**config.mk**
```make
export PLATFORM = sky130hd
export DESIGN_NAME = pipe_ctrl_flat
export DESIGN_NICKNAME = d
export VERILOG_FILES = /design/src/rtl/cpu_pkg.sv /design/src/rtl/pipe_ctrl_if.sv /design/src/rtl/stall_watchdog.sv /design/src/rtl/pipe_ctrl.sv /design/src/flat_wrapper.sv
export SDC_FILE = /design/constraint.sdc
export NUM_CORES = 1
export LEC_CHECK = 0
export CAP_MARGIN = 15
export CORE_ASPECT_RATIO = 1.5
export CORE_UTILIZATION = 25
export CTS_CLUSTER_DIAMETER = 100
export CTS_CLUSTER_SIZE = 10
export DETAILED_ROUTE_END_ITERATION = 12
export PLACE_DENSITY = 0.57
export REMOVE_ABC_BUFFERS = 1
export SYNTH_ARGS = -nofsm -noshare
export SYNTH_HDL_FRONTEND = slang
export SYNTH_HIERARCHICAL = 1
export SYNTH_SLANG_ARGS = --single-unit
```
**constraint.sdc**
```tcl
create_clock -name clk -period 5.2 [get_ports clk]
set_clock_uncertainty 0.15 [all_clocks]
set_input_delay 1.04 -clock clk [delete_from_list [all_inputs] [get_ports clk]]
set_output_delay 1.04 -clock clk [all_outputs]
set_load 0.01 [all_outputs]
```
**src/rtl/cpu_pkg.sv**
```systemverilog
// Shared core definitions: stall masks, exception codes and the pipe_ctrl FSM encoding.
package cpu_pkg;

  localparam logic [5:0] STALL_NONE = 6'b000000;
  localparam logic [5:0] STALL_IF   = 6'b000011;
  localparam logic [5:0] STALL_ID   = 6'b000111;
  localparam logic [5:0] STALL_EX   = 6'b001111;
  localparam logic [5:0] STALL_MEM  = 6'b011111;
  localparam logic [5:0] STALL_ALL  = 6'b111111;

  localparam logic [31:0] EXC_NONE    = 32'h0000_0000;
  localparam logic [31:0] EXC_INT     = 32'h0000_0001;
  localparam logic [31:0] EXC_SYSCALL = 32'h0000_0008;
  localparam logic [31:0] EXC_INV     = 32'h0000_000a;
  localparam logic [31:0] EXC_OVF     = 32'h0000_000c;
  localparam logic [31:0] EXC_TRAP    = 32'h0000_000d;
  localparam logic [31:0] EXC_ERET    = 32'h0000_000e;

  typedef enum logic [1:0] {
    ST_RUN   = 2'd0,
    ST_DRAIN = 2'd1,
    ST_FLUSH = 2'd2
  } pipe_state_e;

endpackage

```
**src/rtl/pipe_ctrl_if.sv**
```systemverilog
// Stage-to-sequencer bundle: stall requests and exception info in, stall/flush/redirect out.
interface pipe_ctrl_if;
  logic        stallreq_if;
  logic        stallreq_id;
  logic        stallreq_ex;
  logic        stallreq_mem;
  logic [31:0] excepttype;
  logic [31:0] cp0_epc;
  logic [5:0]  stall;
  logic        flush;
  logic [31:0] new_pc;

  modport master (
    output stallreq_if, stallreq_id, stallreq_ex, stallreq_mem, excepttype, cp0_epc,
    input  stall, flush, new_pc
  );

  modport slave (
    input  stallreq_if, stallreq_id, stallreq_ex, stallreq_mem, excepttype, cp0_epc,
    output stall, flush, new_pc
  );
endinterface

```
**src/rtl/stall_watchdog.sv**
```systemverilog
// Counts consecutive stalled cycles; raises a sticky flag once LIMIT is reached.
module stall_watchdog #(
  parameter int LIMIT = 1024
) (
  input  logic clk,
  input  logic reset_n,
  input  logic stall_active,
  output logic timeout_sticky
);

  localparam int CW = $clog2(LIMIT + 1);
  localparam logic [CW-1:0] LIM    = CW'(LIMIT);
  localparam logic [CW-1:0] LIM_M1 = CW'(LIMIT - 1);

  logic [CW-1:0] count_q;

  // NOTE: sequential state uses non-blocking assignments so every register samples pre-edge values.
  always_ff @(posedge clk or negedge reset_n) begin
    if (!reset_n) begin
      count_q        <= '0;
      timeout_sticky <= 1'b0;
    end else begin
      if (!stall_active)
        count_q <= '0;
      else if (count_q != LIM)
        count_q <= count_q + 1'b1;
      // Flag rises on the same edge the count reaches LIMIT.
      if (stall_active && count_q == LIM_M1)
        timeout_sticky <= 1'b1;
    end
  end

endmodule

```
**src/rtl/pipe_ctrl.sv**
```systemverilog
// Pipeline sequencer: stall arbitration, drain->flush->redirect sequencing, hung-stall watchdog.
// Optional PIPE_CTRL_PERF_EN adds stall/flush performance counters.
module pipe_ctrl
  import cpu_pkg::*;
#(
  parameter logic [31:0] EXC_VECTOR    = 32'h0000_0020,
  parameter int          STALL_TIMEOUT = 1024
) (
  input  logic         clk,
  input  logic         reset_n,
  pipe_ctrl_if.slave   bus,
`ifdef PIPE_CTRL_PERF_EN
  output logic [31:0]  perf_stall_cnt,
  output logic [31:0]  perf_flush_cnt,
`endif
  output logic         stall_timeout
);

  pipe_state_e state_q, state_d;
  logic [31:0] new_pc_q;
  logic [5:0]  stall_mux;
  logic        exc_pending;
  logic        is_eret;

  assign exc_pending = (bus.excepttype != EXC_NONE);
  assign is_eret     = (bus.excepttype == EXC_ERET);

  always_ff @(posedge clk or negedge reset_n) begin
    if (!reset_n) begin
      state_q  <= ST_RUN;
      new_pc_q <= '0;
    end else begin
      state_q <= state_d;
      if (state_q == ST_RUN && exc_pending)
        new_pc_q <= is_eret ? bus.cp0_epc : EXC_VECTOR;
    end
  end

  // NOTE: every always_comb output gets a default first, so no path can infer a latch.
  always_comb begin
    state_d   = state_q;
    stall_mux = STALL_NONE;
    unique case (state_q)
      ST_RUN: begin
        if (exc_pending) begin
          stall_mux = STALL_ALL;
          state_d   = bus.stallreq_mem ? ST_DRAIN : ST_FLUSH;
        end else if (bus.stallreq_mem) stall_mux = STALL_MEM;
        else if (bus.stallreq_ex)      stall_mux = STALL_EX;
        else if (bus.stallreq_id)      stall_mux = STALL_ID;
        else if (bus.stallreq_if)      stall_mux = STALL_IF;
      end
      ST_DRAIN: begin
        stall_mux = STALL_ALL;
        if (!bus.stallreq_mem) state_d = ST_FLUSH;
      end
      ST_FLUSH: begin
        stall_mux = STALL_NONE;
        state_d   = ST_RUN;
      end
      default: state_d = ST_RUN;
    endcase
  end

  // Stall is combinational, so hold it low while reset is asserted.
  assign bus.stall  = reset_n ? stall_mux : STALL_NONE;
  assign bus.flush  = (state_q == ST_FLUSH);
  assign bus.new_pc = new_pc_q;

  stall_watchdog #(.LIMIT(STALL_TIMEOUT)) u_watchdog (
    .clk            (clk),
    .reset_n        (reset_n),
    .stall_active   (bus.stall[0]),
    .timeout_sticky (stall_timeout)
  );

`ifdef PIPE_CTRL_PERF_EN
  always_ff @(posedge clk or negedge reset_n) begin
    if (!reset_n) begin
      perf_stall_cnt <= '0;
      perf_flush_cnt <= '0;
    end else begin
      if (bus.stall[0])         perf_stall_cnt <= perf_stall_cnt + 32'd1;
      if (state_q == ST_FLUSH)  perf_flush_cnt <= perf_flush_cnt + 32'd1;
    end
  end
`endif

endmodule

```
**src/flat_wrapper.sv**
```systemverilog
// flat-port wrapper written by rule: the top's interface ports become plain ports
module pipe_ctrl_flat import cpu_pkg::*;
#(
  parameter logic [31:0] EXC_VECTOR    = 32'h0000_0020,
  parameter int          STALL_TIMEOUT = 1024
)
  (clk, reset_n, stall_timeout, bus_stallreq_if, bus_stallreq_id, bus_stallreq_ex, bus_stallreq_mem, bus_excepttype, bus_cp0_epc, bus_stall, bus_flush, bus_new_pc);
  pipe_ctrl_if bus_i ();
  input  logic clk;
  input  logic reset_n;
  output logic stall_timeout;
  input wire logic [$bits(bus_i.stallreq_if)-1:0] bus_stallreq_if;
  input wire logic [$bits(bus_i.stallreq_id)-1:0] bus_stallreq_id;
  input wire logic [$bits(bus_i.stallreq_ex)-1:0] bus_stallreq_ex;
  input wire logic [$bits(bus_i.stallreq_mem)-1:0] bus_stallreq_mem;
  input wire logic [$bits(bus_i.excepttype)-1:0] bus_excepttype;
  input wire logic [$bits(bus_i.cp0_epc)-1:0] bus_cp0_epc;
  output wire logic [$bits(bus_i.stall)-1:0] bus_stall;
  output wire logic [$bits(bus_i.flush)-1:0] bus_flush;
  output wire logic [$bits(bus_i.new_pc)-1:0] bus_new_pc;
  assign bus_i.stallreq_if = bus_stallreq_if;
  assign bus_i.stallreq_id = bus_stallreq_id;
  assign bus_i.stallreq_ex = bus_stallreq_ex;
  assign bus_i.stallreq_mem = bus_stallreq_mem;
  assign bus_i.excepttype = bus_excepttype;
  assign bus_i.cp0_epc = bus_cp0_epc;
  assign bus_stall = bus_i.stall;
  assign bus_flush = bus_i.flush;
  assign bus_new_pc = bus_i.new_pc;
  pipe_ctrl #(.EXC_VECTOR(EXC_VECTOR), .STALL_TIMEOUT(STALL_TIMEOUT)) u_core (.clk(clk), .reset_n(reset_n), .bus(bus_i), .stall_timeout(stall_timeout));
endmodule
```
After elaboration in Yosys (flattened, before gate mapping)
Cells that the tools add are included.
Widths: inputs -> output; s select.
- flip-flop bits (word level): 46
- input port bits: 70
- output and inout bits: 40
- logic and storage cells: 32
- add/sub/neg operators: 1
- eq/ne operators: 8
- multiplexer cells: 14
- reductions and logical operators: 5
- operator list (cell ; count):
    $eq 32x4->1 const B ; 1
    $mux 32 ; 1
    $reduce_bool 32->1 ; 1
    $mux 6 ; 5
    $mux 11 ; 2
    $pmux 6 s2 ; 1
    $add 11x1->11 const B ; 1
    $eq 11x10->1 const B ; 1
    $ne 11x11->1 const B ; 1
    $mux 2 ; 4
    $ne 2x1->1 const B ; 2
    $pmux 2 s2 ; 1
    $eq 2x1->1 const B ; 1
    $eq 2x2->1 const B ; 1
    $logic_and 1x1->1 ; 2
    $logic_not 2->1 ; 1
    $ne 2x2->1 const B ; 1
    $reduce_and 2->1 ; 1

Logic depth before layout (Yosys ltp)
Gate-level depths: netlist of run 1.
- word-level depth: 8
- mapped depth: 7
- depth with buffers taken out: 7

Hierarchy
The synthesis of run 1 kept the hierarchy.
- by module, submodules not included (module ; times used ; cells each ; area an instance (sq um) ; sequential area each (sq um)):
    pipe_ctrl ; 1 ; 106 ; 1476.4 ; 850.8
    stall_watchdog ; 1 ; 61 ; 605.6 ; 300.3

Worst setup path after synthesis of run 1
Ideal clock, no wire load.
- path kind: in2out
- start point: input port bus_excepttype[13]
- end point: output port bus_stall[1]
- arrival: 2.488 ns
- data required time: 4.010 ns
- setup slack: 1.522 ns
- stages: 5
- buffers on the path: 1
- path through: nor4_2 nand4_2 nor2_1 a41oi_1 buf_4
- word-level cells in the longest chain between the ends: 4
- RTL lines (item ; RTL line ; text):
    from (decl) ; flat_wrapper.sv:16 ; input wire logic [$bits(bus_i.excepttype)-1:0] bus_excepttype;
    $reduce_bool 32->1 ; pipe_ctrl.sv:25 ; assign exc_pending = (bus.excepttype != EXC_NONE);
    $mux 6 ; pipe_ctrl.sv:45 ; if (exc_pending) begin
    $pmux 6 s2 ; pipe_ctrl.sv:43 ; unique case (state_q)
    $mux 6 ; pipe_ctrl.sv:66 ; assign bus.stall = reset_n ? stall_mux : STALL_NONE;
    to (decl) ; flat_wrapper.sv:18 ; output wire logic [$bits(bus_i.stall)-1:0] bus_stall;
No other way between the ends.

Worst setup path in the final report of run 1
- start point: input port bus_excepttype[21]
- end point: output port bus_stall[1]
The elaborated chain is that of the path after synthesis.

==> impl_metrics.env, run 1 <==
export IMPL_io_pins=110
export IMPL_tns_ns=0
export IMPL_worst_slack_ns=0.583
export IMPL_clock_path_buffers=2
export IMPL_cp_required_ns=4.01
export IMPL_synth_seq_area_share=0.553
export IMPL_wl_um=5350
export IMPL_synthDistinctLibCells=35
export IMPL_p_comb_frac=0.122
export IMPL_period_needed_ns=4.62
export IMPL_cp_start_kind="primary input"
export IMPL_place_area_mm2=0.00325
export IMPL_place_ws_ns=0.565
export IMPL_core_area_mm2=0.00806
export IMPL_clock_latency_ns=0.28
export IMPL_finalInstanceArea_mm2=0.00344
export IMPL_die_w_um=76.5
export IMPL_synth_warning_count=6
export IMPL_setup_viol=0
export IMPL_viasPerCell=4.57
export IMPL_drtPass1Iterations=4
export IMPL_cts_tree="built"
export IMPL_first_global_vias=1824
export IMPL_drt_iter0_drc=42
export IMPL_pwr_share_seq=0.442
export IMPL_drc_errors=0
export IMPL_p_sw_frac=0.199
export IMPL_clock_sinks=46
export IMPL_hold_buffers=0
export IMPL_htreeDepth=2
export IMPL_wire_per_inst_um=13.9
export IMPL_finish_net_count=351
export IMPL_place_congestion=0.749
export IMPL_grt_busiest_layer="met2"
export IMPL_drive_above_1_share=0.0896
export IMPL_slew_headroom=0.543
export IMPL_ys_seq_elements=46
export IMPL_cts_root_buffer="clkbuf_16"
export IMPL_antenna_found_initial=0
export IMPL_p_clk_frac=0.436
export IMPL_worstMarginPinSlew_ns=0.681
export IMPL_end_kind="output port"
export IMPL_synthCells=167
export IMPL_rsz0062_at_grt="no"
export IMPL_cts_buffers=5
export IMPL_holdCritPathClass="flop to flop"
export IMPL_dieArea_mm2=0.00870
export IMPL_cp_arrival_ns=3.43
export IMPL_initial_core_util=0.258
export IMPL_clk_pin_slew_ns=0.07
export IMPL_power_density_mw_per_mm2=239
export IMPL_max_vdd_ir_drop_uv=153
export IMPL_cts_resized=0
export IMPL_worst_hold_slack_ns=0.324
export IMPL_max_cap_viol_count=0
export IMPL_avgSynthCellArea_um2=12.5
export IMPL_gr_total_overflow=0
export IMPL_num_rows=40
export IMPL_gr_usage_met1=0.154
export IMPL_hold_violations=0
export IMPL_grt_usage=0.126
export IMPL_syn_to_final_growth_pct=65.2
export IMPL_die_y_um=114
export IMPL_slew_violations=0
export IMPL_met3_usage=0.0288
export IMPL_use_met2=0.223
export IMPL_diodes=0
export IMPL_synth_area_mm2=0.00208
export IMPL_internal_power_uw=659
export IMPL_grt_max_degree=47
export IMPL_vias=1753
export IMPL_fmaxAchievable_mhz=217
export IMPL_cts_setup_buffers=0
export IMPL_post_dp_hpwl_um=3960
export IMPL_critPathKind="primary input to output port"
export IMPL_power_leakage_uw=0.00143
export IMPL_p_sw_uw=164
export IMPL_drtAntennaViolNets=0
export IMPL_status="finished clean"
export IMPL_place_port_buffers=109
export IMPL_critPathMaxFanout=9
export IMPL_grt_pass1_wl_um=8800
export IMPL_period_share=0.888
## per-stage QoR
step | utilization | cells | total power, uW
finish | 0.427 | 384 | 823
global route | 0.427 | 384 | 854
CTS | 0.424 | 383 | 839
detailed placement | 0.403 | 376 | 472
global placement | 0.403 | 376 | 472
floorplan | - | 160 | 393
## cells in the mapped netlist
library cell  number  area share
nand4_2            3       0.018
a31oi_1            3      0.0090
nand2b_1           3      0.0090
o21ai_0            4      0.0096
nor2_1             5      0.0090
nor3_1             4      0.0096
a22o_1            30        0.13
or3_1              3      0.0090
nor4b_1            1      0.0042
a311oi_1           2      0.0084
ha_1               2       0.012
nand4_1            3      0.0090
and4_1             1      0.0042
a21oi_1            6       0.014
nor3_2             1      0.0048
o311ai_0           1      0.0042
nor2b_1            1      0.0030
buf_4              1      0.0036
or3_2              2      0.0072
nor4_1             3      0.0090
or4_1              2      0.0072
nor4_2             5       0.030
a22o_2             1      0.0048
buf_6              6       0.032
nand2_1            6       0.011
nand3_1            3      0.0072
xnor2_1            2      0.0084
a41oi_1            2      0.0084
o31ai_4            1       0.010
mux2i_1            2      0.0096
o31ai_1            1      0.0036
nor4_4             1       0.010
dfrtp_1           46        0.55
inv_1              9       0.016
xor2_1             1      0.0042
## placed cells by master (no fill, tap or decap), types with 2 or more instances in the layout
cell type,synthesis,layout
a21oi_1,6,6
a22o_1,30,30
a311oi_1,2,2
a31oi_1,3,3
a41oi_1,2,2
buf_4,1,2
clkbuf_16,0,6
clkdlybuf4s50_1,0,108
dfrtp_1,46,46
ha_1,2,2
inv_1,9,9
mux2i_1,2,2
nand2_1,6,6
nand2b_1,3,3
nand3_1,3,3
nand4_1,3,3
nand4_2,3,3
nor2_1,5,5
nor3_1,4,4
nor4_1,3,3
nor4_2,5,5
o21ai_0,4,4
or3_1,3,3
or3_2,2,2
or4_1,2,2
xnor2_1,2,2
## worst max-delay path: stages
cell and delay [ns]:
clkdlybuf4s50_1 0.43, nor4_2 0.31, nand4_2 0.25, nor2_1 0.40
a41oi_1 0.40, clkdlybuf4s50_1 0.60
## sequential cells by signal (all words and copies together) (netlist names)
name / cells
u_core/bus.new_pc: 32
u_core/u_watchdog/count_q: 11
u_core/state_q: 2
u_core/u_watchdog/timeout_sticky: 1
## power groups by stage
stage	clock [uW]	combinational [uW]	sequential, uW
6_report	359	100	364
5_1_grt	380	110	364
4_1_cts	373	102	364
3_5_place_dp	0	101	371
3_3_place_gp	0	101	370
2_1_floorplan	0	23.0	370
## logic make-up (layout without fill, tap and decap cells)
logic type,Yosys count,after routing,synth area share
DFF,46,46,0.553
xor gates and xnor gates,3,3,0.0126
muxes,2,2,0.00962
AOI/OAI and AO/OA,51,51,0.199
adders and majority gates,2,2,0.0120
buffers and inverters,16,128,0.0523
and+or+nand+nor,47,47,0.162
## cell type report
class                   instances  area, um^2
clock inverters                 1        30.0
inverters                       9        33.8
clock buffers                   6         139
fillers                       778        4620
well taps                     105         131
flip-flops and latches         46        1150
multi-input cells             105         828
repair buffers                112        1130
## path summary, 6_finish.rpt
| kind | slack [ns] | endpoint | cells past startpoint | start |
|---|---|---|---|---|
| worst max-delay path | 0.58 | bus_stall[1] | 6 | bus_excepttype[21] |
| worst min-delay path | 0.32 | u_core/u_watchdog/timeout_sticky | 1 | u_core/u_watchdog/timeout_sticky |
| worst max register to register | 3.16 | u_core/u_watchdog/timeout_sticky | 5 | u_core/state_q[1] |
| worst min register to register | 0.32 | u_core/u_watchdog/timeout_sticky | 1 | u_core/u_watchdog/timeout_sticky |
| max in group asynchronous | 3.74 | u_core/bus.new_pc[18] | 2 | reset_n |
| min in group asynchronous | 0.77 | u_core/bus.new_pc[27] | 2 | reset_n |
## per-layer routing
layer | vias to the layer above | wire length, um
met3 | 2 | 289
met2 | 62 | 2790
met1 | 823 | 2250
met5 | - | 0
li1 | 866 | -
met4 | 0 | 15
(Power assumes the default switching activity.)
==> run 2: changes to the inputs <==
--- a/constraint.sdc
+++ b/constraint.sdc
@@ -3,3 +3,3 @@
 set_input_delay 1.04 -clock clk [delete_from_list [all_inputs] [get_ports clk]]
 set_output_delay 1.04 -clock clk [all_outputs]
-set_load 0.01 [all_outputs]
+set_load 0.005 [all_outputs]
==> run 2 against run 1 <==
  * Clock power about the same
  * Cell count unchanged
  * Global-route usage increased by 0.24 points
  * Non-clock buffer count unchanged
==> impl_metrics.env, run 2 (same netlist as run 1, synthesis figures left out) <==
export IMPL_drt_iter0_drc=33
export IMPL_htreeDepth=2
export IMPL_ff2ff_path_depth=5
export IMPL_holdCritPathClass="flop to flop"
export IMPL_num_rows=40
export IMPL_setup_viol=0
export IMPL_clk_pin_slew_ns=0.06
export IMPL_cp_start_kind="primary input"
export IMPL_dieArea_mm2=0.00870
export IMPL_io_pins=110
export IMPL_drc_errors=0
export IMPL_slowest_stage="clkdlybuf4s50_1"
export IMPL_cts_root_buffer="clkbuf_16"
export IMPL_hold_buffers=0
export IMPL_drtPass1Iterations=4
export IMPL_wire_per_inst_um=14.0
export IMPL_whs_endpoint="u_core/u_watchdog/timeout_sticky"
export IMPL_critPathKind="primary input to output port"
export IMPL_vias=1800
export IMPL_core_area_mm2=0.00806
export IMPL_grt_pass1_wl_um=8880
export IMPL_cts_tree="built"
export IMPL_place_port_buffers=109
export IMPL_syn_to_final_growth_pct=65.3
export IMPL_cts_resized=0
export IMPL_first_global_vias=1883
export IMPL_gr_total_overflow=0
export IMPL_hp_start="u_core/u_watchdog/timeout_sticky"
export IMPL_worstMarginPinSlew_ns=0.680
export IMPL_r2r_end="u_core/u_watchdog/timeout_sticky"
export IMPL_fmaxAchievable_mhz=219
export IMPL_largest_reg_flops=32
export IMPL_crit_chain="clkdlybuf4s50_1 > nor4_2 > nand4_2 > nor2_1 > a41oi_1 > clkdlybuf4s50_1"
export IMPL_mostFrequentLayoutCells="clkdlybuf4s50_1, dfrtp_1, a22o_1, inv_1"
export IMPL_clock_path_buffers=2
export IMPL_place_congestion=0.751
export IMPL_power_leakage_uw=0.00143
export IMPL_slew_violations=0
export IMPL_max_vdd_ir_drop_uv=222
export IMPL_slew_headroom=0.543
export IMPL_max_cap_viol_count=0
export IMPL_initial_core_util=0.258
export IMPL_period_share=0.877
export IMPL_wl_um=5370
export IMPL_cts_buffers=5
export IMPL_post_dp_hpwl_um=3940
export IMPL_clock_sinks=46
export IMPL_finish_net_count=351
export IMPL_antenna_found_initial=0
export IMPL_die_w_um=76.5
export IMPL_slowest_delay_ns=0.56
export IMPL_p_total_uw=823
export IMPL_clock_latency_ns=0.28
export IMPL_grt_max_degree=47
export IMPL_drtAntennaViolNets=0
export IMPL_status="finished clean"
export IMPL_diodes=0
export IMPL_viasPerCell=4.69
export IMPL_grt_usage=0.128
export IMPL_critPathMaxFanout=9
export IMPL_power_density_mw_per_mm2=239
export IMPL_rsz0062_at_grt="no"
export IMPL_tns_ns=0
export IMPL_end_kind="output port"
export IMPL_hold_violations=0
export IMPL_path_common_cell="clkdlybuf4s50_1"
export IMPL_cp_required_ns=4.01
export IMPL_cp_arrival_ns=3.37
export IMPL_period_needed_ns=4.56
export IMPL_r2r_start="u_core/state_q[1]"
export IMPL_drive_above_1_share=0.0896
export IMPL_die_y_um=114
export IMPL_final_common_cell="clkdlybuf4s50_1"
export IMPL_hold_depth=1
export IMPL_cts_setup_buffers=0
export IMPL_rrSetupSlack_ns=3.16
## run 2: changes by cell type in the layout (fill, tap and decap cells not counted), sizes merged
cell and delta:
clkbuf -1, buf +1
## run 2: through the flow
stage / cells / hold slack [ns] / utilization / setup WS, ns / cell area, um^2
floorplan: 160 / 0.303 / - / 1.82 / 2010
global placement: 376 / 0.304 / 0.403 / 0.666 / 3250
detailed placement: 376 / 0.301 / 0.403 / 0.583 / 3250
CTS: 383 / 0.327 / 0.424 / 0.584 / 3410
global route: 384 / 0.365 / 0.427 / 0.370 / 3440
finish: 384 / 0.324 / 0.427 / 0.638 / 3440
## run 2: how the worst max path moves through the flow
stage                       start            to  slack (ns)  cells after the start
6_report       bus_excepttype[21]  bus_stall[1]        0.64                      6
5_1_grt        bus_excepttype[21]  bus_stall[1]        0.37                      6
4_1_cts        bus_excepttype[21]  bus_stall[1]        0.58                      6
3_5_place_dp   bus_excepttype[21]  bus_stall[1]        0.58                      6
3_3_place_gp   bus_excepttype[16]  bus_stall[0]        0.67                      6
2_1_floorplan  bus_excepttype[13]  bus_stall[0]        1.82                      4
## run 2: worst max-delay path: cells and delay by family
| family | cells | cell delay (ns) |
|---|---|---|
| buffers and inverters | 2 | 0.99 |
| and+or+nand+nor | 3 | 0.94 |
| AOI/OAI and AO/OA | 1 | 0.39 |
## run 2: per-layer routing
| metal | global-route usage | wire length, um | vias to the layer above | part of all wire |
|---|---|---|---|---|
| met5 | 0 | 0 | - | 0 |
| met4 | 0.0385 | 56 | 0 | 0.010 |
| met3 | 0.0288 | 293 | 6 | 0.055 |
| met2 | 0.232 | 2890 | 63 | 0.54 |
| met1 | 0.150 | 2130 | 864 | 0.40 |
| li1 | - | - | 867 | - |
## run 2: area by class of cell
type                       instances  area [um^2]
tap                              105          131
sequential                        46         1150
clock inverter                     1         30.0
multi-input combinational        105          828
timing repair buffer             112         1130
inverter                           9         33.8
clock buffer                       6          139
fill                             765         4620
## run 2: where the power goes
group	internal, uW	total [uW]	switching (uW)
combinational	61.4	98.4	37.0
sequential	361	364	3.45
clock	237	360	123
total	659	823	164
==> run 3: changes to the inputs <==
- MAX_ROUTING_LAYER: default -> met4
==> run 3 against run 2 <==
  * Sequential share of layout area did not move
  * Via count did not move
  * Clock power barely moved
  * Power barely moved
  * First-iteration DRC count rose by 3.0%
  * Wire length barely moved
  * Die area did not move
  * Highest routed layer unchanged
==> impl_metrics.env, run 3 (same netlist as run 1, synthesis figures left out) <==
export IMPL_mostFrequentLayoutCells="clkdlybuf4s50_1, dfrtp_1, a22o_1, inv_1"
export IMPL_max_vdd_ir_drop_uv=222
export IMPL_r2r_start="u_core/state_q[1]"
export IMPL_grt_max_degree=47
export IMPL_hold_buffers=0
export IMPL_cts_root_buffer="clkbuf_16"
export IMPL_path_delay_family="buffers and inverters"
export IMPL_final_common_cell="clkdlybuf4s50_1"
export IMPL_period_needed_ns=4.56
export IMPL_setup_viol=0
export IMPL_wl_um=5370
export IMPL_rsz0062_at_grt="no"
export IMPL_dieArea_mm2=0.00870
export IMPL_slew_violations=0
export IMPL_p_total_uw=823
export IMPL_cts_resized=0
export IMPL_drtAntennaViolNets=0
export IMPL_rrSetupSlack_ns=3.16
export IMPL_whs_endpoint="u_core/u_watchdog/timeout_sticky"
export IMPL_fmaxAchievable_mhz=219
export IMPL_path_common_cell="clkdlybuf4s50_1"
export IMPL_io_pins=110
export IMPL_clock_latency_ns=0.28
export IMPL_hold_depth=1
export IMPL_worstMarginPinSlew_ns=0.680
export IMPL_antenna_found_initial=0
export IMPL_post_dp_hpwl_um=3940
export IMPL_die_w_um=76.5
export IMPL_hp_start="u_core/u_watchdog/timeout_sticky"
export IMPL_wire_per_inst_um=14.0
export IMPL_clock_path_buffers=2
export IMPL_initial_core_util=0.258
export IMPL_status="finished clean"
export IMPL_end_kind="output port"
export IMPL_vias=1800
export IMPL_power_density_mw_per_mm2=239
export IMPL_ff2ff_path_depth=5
export IMPL_tns_ns=0
export IMPL_die_y_um=114
export IMPL_num_rows=40
export IMPL_place_ws_ns=0.583
export IMPL_crit_chain="clkdlybuf4s50_1 > nor4_2 > nand4_2 > nor2_1 > a41oi_1 > clkdlybuf4s50_1"
export IMPL_clock_sinks=46
export IMPL_htreeDepth=2
export IMPL_viasPerCell=4.69
export IMPL_cts_buffers=5
export IMPL_period_share=0.877
export IMPL_diodes=0
export IMPL_crit_buf_inv=2
export IMPL_cp_required_ns=4.01
export IMPL_cp_start_kind="primary input"
export IMPL_slowest_delay_ns=0.56
export IMPL_drive_above_1_share=0.0896
export IMPL_slowest_stage="clkdlybuf4s50_1"
export IMPL_cts_setup_buffers=0
export IMPL_critPathMaxFanout=9
export IMPL_first_global_vias=1883
export IMPL_core_area_mm2=0.00806
export IMPL_place_port_buffers=109
export IMPL_hold_violations=0
export IMPL_max_cap_viol_count=0
export IMPL_syn_to_final_growth_pct=65.3
export IMPL_cts_tree="built"
export IMPL_holdCritPathClass="flop to flop"
export IMPL_cp_arrival_ns=3.37
export IMPL_gr_total_overflow=0
export IMPL_drc_errors=0
export IMPL_critPathKind="primary input to output port"
export IMPL_drt_iter0_drc=34
export IMPL_grt_usage=0.132
export IMPL_clk_pin_slew_ns=0.06
export IMPL_place_congestion=0.760
export IMPL_power_leakage_uw=0.00143
export IMPL_grt_pass1_wl_um=8890
export IMPL_slew_headroom=0.543
export IMPL_finish_net_count=351
export IMPL_largest_reg_flops=32
export IMPL_worst_slack_ns=0.638
export IMPL_drtPass1Iterations=4
export IMPL_r2r_end="u_core/u_watchdog/timeout_sticky"
==> run 3: how the worst max path moves through the flow <==
stage | end | cells after the start | slack (ns) | from
2_1_floorplan | bus_stall[0] | 4 | 1.82 | bus_excepttype[13]
3_3_place_gp | bus_stall[0] | 6 | 0.67 | bus_excepttype[16]
3_5_place_dp | bus_stall[1] | 6 | 0.58 | bus_excepttype[21]
4_1_cts | bus_stall[1] | 6 | 0.58 | bus_excepttype[21]
5_1_grt | bus_stall[1] | 6 | 0.37 | bus_excepttype[21]
6_report | bus_stall[1] | 6 | 0.64 | bus_excepttype[21]
==> run 3: through the flow <==
stage / instances / util / area [um^2] / hold slack (ns)
floorplan: 160 / - / 2010 / 0.303
global placement: 376 / 0.403 / 3250 / 0.304
detailed placement: 376 / 0.403 / 3250 / 0.301
CTS: 383 / 0.424 / 3410 / 0.327
global route: 384 / 0.427 / 3440 / 0.365
finish: 384 / 0.427 / 3440 / 0.324
==> run 3: area by class of cell <==
type                            instances  area, um^2
Clock buffer                            6         139
Fill cell                             765        4620
Clock inverter                          1        30.0
Tap cell                              105         131
Multi-Input combinational cell        105         828
Sequential cell                        46        1150
Timing Repair Buffer                  112        1130
Inverter                                9        33.8
==> run 3: layer usage <==
metal | track usage | share of wire | vias to the layer above
met2 | 0.231 | 0.54 | 63
met3 | 0.0288 | 0.055 | 6
met4 | 0.0385 | 0.0099 | 0
li1 | - | - | 867
met5 | - | 0 | -
met1 | 0.151 | 0.40 | 864
==> run 3: report_power, final <==
part           internal (uW)  leakage [uW]  switching [uW]
registers                361      0.000631            3.45
clock network            237     0.0000829             123
logic                   61.4      0.000716            37.0
